[config.mk]
export PLATFORM = sky130hd
export DESIGN_NAME = lifo_stack_param
export DESIGN_NICKNAME = d
export VERILOG_FILES = /design/src/rtl/lifo_stack_param.sv
export SDC_FILE = /design/constraint.sdc
export NUM_CORES = 1
export LEC_CHECK = 0
export CORE_ASPECT_RATIO = 1.5
export CORE_MARGIN = 5
export CORE_UTILIZATION = 50
export DETAILED_ROUTE_END_ITERATION = 16
export PLACE_DENSITY = 0.74
export SLEW_MARGIN = 20
export SYNTH_ARGS = -nofsm -noshare
export SYNTH_HDL_FRONTEND = slang
export SYNTH_SLANG_ARGS = --single-unit
[constraint.sdc]
create_clock -name Clk -period 3.6 [get_ports Clk]
set_input_delay 0.72 -clock Clk [delete_from_list [all_inputs] [get_ports Clk]]
set_output_delay 0.72 -clock Clk [all_outputs]
set_load 0.02 [all_outputs]
[src/rtl/lifo_stack_param.sv]
// Parametrised LIFO stack with independent push/pop, same-cycle top replace,
// occupancy count, almost-full threshold and sticky overflow/underflow flags.
module lifo_stack_param #(
    parameter int DATA_W    = 8,
    parameter int DEPTH     = 8,
    parameter int AFULL_LVL = DEPTH - 1
) (
    input  logic                         Clk,
    input  logic                         Rst_n,
    input  logic                         EN,
    input  logic                         PUSH,
    input  logic                         POP,
    input  logic                         CLR_ERR,
    input  logic [DATA_W-1:0]            dataIn,
    output logic [DATA_W-1:0]            dataOut,
    output logic                         dataValid,
    output logic [$clog2(DEPTH+1)-1:0]   COUNT,
    output logic                         EMPTY,
    output logic                         FULL,
    output logic                         ALMOST_FULL,
    output logic                         OVF,
    output logic                         UDF
);
    localparam int CW = $clog2(DEPTH + 1);
    localparam int AW = $clog2(DEPTH);

    logic [DATA_W-1:0] r_mem [DEPTH];
    logic [CW-1:0]     r_count;
    logic [DATA_W-1:0] r_dout;
    logic              r_dv;
    logic              r_empty;
    logic              r_full;
    logic              r_afull;
    logic              r_ovf;
    logic              r_udf;

    logic              w_do_pop;
    logic              w_do_push;
    logic              w_ovf_set;
    logic              w_udf_set;
    logic [AW-1:0]     w_top;
    logic [AW-1:0]     w_widx;
    logic [CW-1:0]     w_cnt_nxt;

    // A push alongside an accepted pop always fits: it overwrites the old top.
    assign w_do_pop  = EN & POP & ~r_empty;
    assign w_do_push = EN & PUSH & (~r_full | w_do_pop);
    assign w_ovf_set = EN & PUSH & ~POP & r_full;
    assign w_udf_set = EN & POP & r_empty;
    assign w_top     = r_count[AW-1:0] - AW'(1);
    assign w_widx    = w_do_pop ? w_top : r_count[AW-1:0];

    always_comb begin
        w_cnt_nxt = r_count;
        case ({w_do_push, w_do_pop})
            2'b10:   w_cnt_nxt = r_count + CW'(1);
            2'b01:   w_cnt_nxt = r_count - CW'(1);
            default: w_cnt_nxt = r_count;
        endcase
    end

    always_ff @(posedge Clk) begin
        if (w_do_push)
            r_mem[w_widx] <= dataIn;
    end

    always_ff @(posedge Clk or negedge Rst_n) begin
        if (!Rst_n) begin
            r_count <= '0;
            r_dout  <= '0;
            r_dv    <= 1'b0;
            r_empty <= 1'b1;
            r_full  <= 1'b0;
            r_afull <= 1'b0;
            r_ovf   <= 1'b0;
            r_udf   <= 1'b0;
        end else begin
            r_count <= w_cnt_nxt;
            r_dv    <= w_do_pop;
            if (w_do_pop)
                r_dout <= r_mem[w_top];
            r_empty <= (w_cnt_nxt == '0);
            r_full  <= (w_cnt_nxt == CW'(DEPTH));
            r_afull <= (w_cnt_nxt >= CW'(AFULL_LVL));
            // Error set wins over a same-cycle clear.
            if (w_ovf_set)    r_ovf <= 1'b1;
            else if (CLR_ERR) r_ovf <= 1'b0;
            if (w_udf_set)    r_udf <= 1'b1;
            else if (CLR_ERR) r_udf <= 1'b0;
        end
    end

    assign dataOut     = r_dout;
    assign dataValid   = r_dv;
    assign COUNT       = r_count;
    assign EMPTY       = r_empty;
    assign FULL        = r_full;
    assign ALMOST_FULL = r_afull;
    assign OVF         = r_ovf;
    assign UDF         = r_udf;
endmodule

==> out/metrics.yaml, run 1 <==
hpwl_um: 4230
routed_wl_um: 6190
via_per_inst: 5.64
yosysUniqueCellTypes: 40
rsz0062_at_grt: "false"
clk_path_buf_depth: 2
critPathMostFrequentCell: "ha_1"
finalNonFillerCells: 332
setup_violations: 0
fin_setup_tns_ns: 0
synth_seq_cells: 82
crit_fanout: 6
irDropWorstVdd_mv: 0.297
ant_nets: 0
hold_path_class: "reg2reg"
hold_viol: 0
crit_type: "in2reg"
maxCapViolCount: 0
grt_max_degree: 26
fill_cells: 503
status: "completed"
ys.flop_type: "edfxtp_1"
ys_top_cells_by_area: "edfxtp_1 56%, dfrtp_1 12%, mux4_2 11%, mux2i_1 2.9%, ha_1 1.5%"
nets: 267
grt_pass1_wl_um: 9900
fin_ws_ns: 0.650
gr-usage-all-layers: 0.153
placed_cells: 316
num_rows: 37
antenna_found_initial: 0
clock_skew_ns: 0.00801
fin_crit_sh: 0.819
powerDensity_mw_per_mm2: 800
h-tree-depth: 3
slew_violations: 0
die_w_um: 77.6
ioPinCount: 32
synthArstFlopShare: 0.220
cts_buffers: 9
postCtsHoldBufs: 0
cts_setup_buffers: 0
max_freq_mhz: 339
tightestPinTransition_ns: 0.917
timing.hold.ws_ns: 0.488
synth.most_common_cell: "edfxtp_1"
synth_top_cell_by_area: "edfxtp_1"
diodes: 0
grt_pass1_vias: 1862
fp.dieH_um: 111
via_count: 1873
synth-edff-count: 64
grt-ovfl-total: 0
ctsRootBufferMaster: "clkbuf_8"
insertion_delay_ns: 0.35
port_buffers: 31
cts_tree: "built"
dieArea_mm2: 0.00864
crit_path_end_kind: "register"
gp_congestion: 0.788
initial_utilization: 0.506
period_minus_slack_ns: 2.95
cp-start-kind: "primary input"
cts_resized: 0
crit_chain: "clkdlybuf4s50_1, nand3b_1, nand2_1, nand3_1, ha_1, xor2_1, ha_1, a21oi_2, mux2i_1, xnor2_1, or3_1, a31oi_1"
worstPathArrival_ns: 3.23
netlist_area_mm2: 0.00342
p_leak_nw: 1.47
clock-sinks: 82
ys_top_cells_by_count: "64 x edfxtp_1, 17 x dfrtp_1, 16 x mux4_2, 13 x nor2_1, 12 x nand2_1"
synth_seq_area_share: 0.693
drc: 0
max_stage_delay_ns: 0.56
synth_warnings: 0
synth_nets: 224
fp.coreArea_mm2: 0.00676
post_synth.cell_area_avg_um2: 16.6
post_route_cells_drive_above_1_share: 0.189
cp.required_ns: 3.88
syn_to_final_growth_pct: 17.8
synthDominantCellAreaShare: 0.561
slowest_stage: "clkdlybuf4s50_1"
dr.pass1.iters: 4
dr.first_iter.drc_count: 120
wl_per_cell_um: 18.6
pre_cts_ws_ns: 0.289
slew_headroom: 0.386
clk_pin_slew_ns: 0.09
synthCells: 206
-- cells by family after synthesis --
group	share of synthesized area
DFF	0.693
adders and majority gates	0.0146
and+or+nand+nor	0.0651
buffers and inverters	0.0278
AOI/OAI and AO/OA	0.0482
xor gates and xnor gates	0.00987
muxes	0.141
-- sequential cells by signal, indices dropped and copies added, names as in the netlist --
name / cells
ALMOST_FULL: 1
COUNT: 4
EMPTY: 1
FULL: 1
OVF: 1
UDF: 1
dataOut: 8
dataValid: 1
r_mem: 64
-- critical path: cells and delay by family --
family / cells / cell delay [ns]
simple gates: 4 / 0.70
fa+ha+maj: 2 / 0.47
compound gates: 2 / 0.28
mux: 1 / 0.23
xor+xnor: 2 / 0.29
buf+inv: 1 / 0.56
-- power breakdown --
group	leakage [nW]	switching [W]	internal, W	total, W
clock network	0.0925	0.000354	0.000262	0.000617
registers	0.801	0.0000890	0.00117	0.00126
logic	0.575	0.000704	0.000647	0.00135
total	1.47	0.00115	0.00208	0.00323
-- cells in the final DEF, fill, tap and decap left out, types with 2 or more instances in the layout --
cell type / count
inv_1: 10
nor3_1: 2
dfrtp_1: 17
a31oi_1: 2
mux2_2: 2
clkbuf_8: 9
or3_1: 2
nor2_1: 13
inv_6: 3
clkdlybuf4s50_1: 31
mux4_2: 16
a22oi_1: 2
nor2b_1: 4
nand3_1: 5
nand2_1: 12
nand3b_1: 2
mux2i_1: 10
buf_4: 10
edfxtp_1: 64
a2bb2oi_1: 2
o21ai_1: 10
ha_1: 4
o21ai_0: 2
-- per-stage QoR --
step | area [um^2] | power (W) | util
5_1_grt | 4030 | 0.00342 | 0.596
3_5_place_dp | 3850 | 0.00265 | 0.569
3_3_place_gp | 3850 | 0.00263 | 0.569
4_1_cts | 4030 | 0.00326 | 0.596
2_1_floorplan | 3420 | 0.00224 | -
6_report | 4030 | 0.00323 | 0.596
-- layer usage --
layer	GRT usage	vias to the layer above	part of all wire
li1	-	876	-
met1	0.191	934	0.41
met5	0	-	0
met3	0.0485	10	0.049
met2	0.249	53	0.52
met4	0.0596	0	0.018
-- path summary, 6_finish.rpt --
path / startpoint / endpoint / slack (ns) / cells after the start
setup / recovery: EN / ALMOST_FULL / 0.65 / 12
hold / removal: dataOut[3] / dataOut[3] / 0.49 / 2
setup reg to reg: COUNT[1] / r_mem[3][3] / 0.99 / 5
hold reg to reg: dataOut[3] / dataOut[3] / 0.49 / 2
max in group asynchronous: Rst_n / dataOut[0] / 2.31 / 1
min in group asynchronous: Rst_n / COUNT[1] / 0.81 / 1
-- cell type report --
cell class                 count  area [um^2]  share of cell area
clock buffer                   9          124              0.0307
multi-input combinational    105          955               0.237
tap                           78         97.6              0.0242
clock inverter                 7         58.8              0.0146
inverter                      10         37.5             0.00931
timing repair buffer          41          385              0.0956
sequential                    82         2370               0.589
(Power assumes the default switching activity.)
==> inputs of run 2 (changes only) <==
clock period = 2.95 ns   (was 3.6 ns; I/O delays follow)
==> out/metrics.yaml, run 2 (synthesis gave the netlist of run 1 again) <==
cts_setup_buffers: 0  # unchanged
syn_to_final_growth_pct: 20.5
via_per_inst: 5.57  # -1.2%
period_minus_slack_ns: 2.65
status: "completed"
grt_max_degree: 26  # unchanged
cp.required_ns: 3.22  # -0.66 ns
via_count: 1911  # +2.0%
worstPathArrival_ns: 2.92  # -0.31 ns
powerDensity_mw_per_mm2: 966  # +21%
crit_fanout: 3  # -3
wl_per_cell_um: 17.7  # -5.1%
layout_commonest_cell: "edfxtp_1"
tightestPinTransition_ns: 0.775  # -0.142 ns
h-tree-depth: 3  # unchanged
clock_skew_ns: 0.00967  # +0.00166 ns
fin_crit_sh: 0.899
maxCapViolCount: 0  # unchanged
hpwl_um: 4320  # +2.2%
grt_pass1_vias: 1947  # +4.6%
fin_ws_ns: 0.297  # -0.353 ns
p_comb_frac: 0.419  # about the same
num_rows: 37  # unchanged
rrSetupSlack_ns: 0.44  # -0.55 ns
post_route_cells_drive_above_1_share: 0.215  # +0.0261
nets: 278  # +4.1%
max_freq_mhz: 377
placed_cells: 327  # +3.5%
slew_violations: 0  # unchanged
diodes: 0  # unchanged
clk_pin_slew_ns: 0.08  # about the same
gp_congestion: 0.801  # +1.5%
seq_area_mm2: 0.00237  # unchanged
ant_nets: 0  # unchanged
irDropWorstVdd_mv: 0.401  # +35%
setup_violations: 0  # unchanged
regMostFlops: "r_mem"
postCtsHoldBufs: 0  # unchanged
cp-start-kind: "primary input"
drc: 0  # unchanged
ioPinCount: 32  # unchanged
clock-sinks: 82  # unchanged
slew_headroom: 0.482  # +0.0954
finalNonFillerCells: 343  # +3.3%
die_w_um: 77.6  # unchanged
hold_path_class: "reg2reg"
cts_buffers: 9  # unchanged
crit_type: "in2reg"
dieArea_mm2: 0.00864  # unchanged
cts_tree: "built"
pre_cts_ws_ns: -0.0619  # -0.350 ns
fp.coreArea_mm2: 0.00676  # unchanged
grt-ovfl-total: 0  # unchanged
insertion_delay_ns: 0.35  # about the same
antenna_found_initial: 0  # unchanged
hold_viol: 0  # unchanged
cts_resized: 0  # unchanged
gr-usage-all-layers: 0.158  # +0.00450
grt_pass1_wl_um: 10100  # +2.1%
dr.first_iter.drc_count: 133  # +11%
ctsRootBufferMaster: "clkbuf_8"
fill_cells: 517  # +2.8%
largest_reg_flops: 64  # unchanged
fp.dieH_um: 111  # unchanged
clk_path_buf_depth: 2  # unchanged
final_util: 0.610  # +0.0137
final_cell_mix: "64 x edfxtp_1, 31 x clkdlybuf4s50_1, 21 x buf_4"
crit_path_end_kind: "register"
initial_utilization: 0.506  # unchanged
power_switching_w: 0.00134  # +17%
p_int_w: 0.00264  # +27%
routed_wl_um: 6060  # -2.0%
clockPowerShare: 0.196  # +0.005
multi_input_area_um2: 955  # unchanged
dr.pass1.iters: 5  # +1
rsz0062_at_grt: "false"
p_leak_nw: 1.53  # +4.1%
share_seq_of_total_power: 0.385  # -0.005
port_buffers: 31  # unchanged
p_sw_frac: 0.337  # -0.0186
run 2: changes by cell type in the layout (fill, tap and decap cells not counted), sizes merged:
cell      before  now
bufinv         0    1
clkinv         2    5
inv           14   11
buf           10   21
clkinvlp       1    0
run 2: final timing paths:
kind / start / to / depth (start not counted)
max in group asynchronous: Rst_n / OVF / 1
hold / removal: dataOut[6] / dataOut[6] / 2
min in group asynchronous: Rst_n / FULL / 1
setup reg to reg: EMPTY / ALMOST_FULL / 11
setup / recovery: EN / ALMOST_FULL / 12
hold reg to reg: dataOut[6] / dataOut[6] / 2
run 2: critical path, stage by stage:
cell	delay, ns
clkdlybuf4s50_1	0.48
nand3b_1	0.13
nand2_1	0.09
nand3_1	0.10
ha_1	0.22
xor2_1	0.15
ha_1	0.20
a21oi_2	0.11
mux2i_1	0.22
xnor2_1	0.10
or3_1	0.35
a31oi_1	0.17
run 2: area by class of cell:
cell class                      instances  area share
Multi-Input combinational cell        105       0.231
Tap cell                               78      0.0237
Clock inverter                          7      0.0167
Sequential cell                        82       0.576
Clock buffer                            9      0.0300
Inverter                               10     0.00910
Timing Repair Buffer                   52       0.113
run 2: metrics by stage:
| stage | instance area (um^2) | hold WS, ns | total power, W | TNS (ns) |
|---|---|---|---|---|
| finish | 4120 | 0.489 | 0.00398 | 0 |
| floorplan | 3420 | 0.294 | 0.00273 | 0 |
| global placement | 3930 | 0.467 | 0.00324 | -0.0101 |
| detailed placement | 3930 | 0.477 | 0.00325 | -0.0619 |
| CTS | 4120 | 0.495 | 0.00404 | 0 |
| global route | 4120 | 0.516 | 0.00424 | 0 |
run 2: metal layers:
metal  vias up  track usage  routed length (um)
li1        900            -                   -
met1       963        0.186                2500
met2        38        0.257                3180
met3        10       0.0413                 221
met4         0       0.0940                 166
met5         -            0                   0
run 2: power by group through the flow:
| stage | clock network (W) | logic, W | registers [W] |
|---|---|---|---|
| floorplan | 0 | 0.00108 | 0.00165 |
| CTS | 0.000804 | 0.00170 | 0.00154 |
| finish | 0.000782 | 0.00167 | 0.00153 |
| global placement | 0 | 0.00168 | 0.00155 |
| detailed placement | 0 | 0.00169 | 0.00156 |
| global route | 0.000862 | 0.00182 | 0.00156 |
==> inputs of run 3 (changes only) <==
SLEW_MARGIN = not set   (was 20)
==> results of run 3 <==
Same layout as run 2: the final DEF is identical, and so are final timing and power.
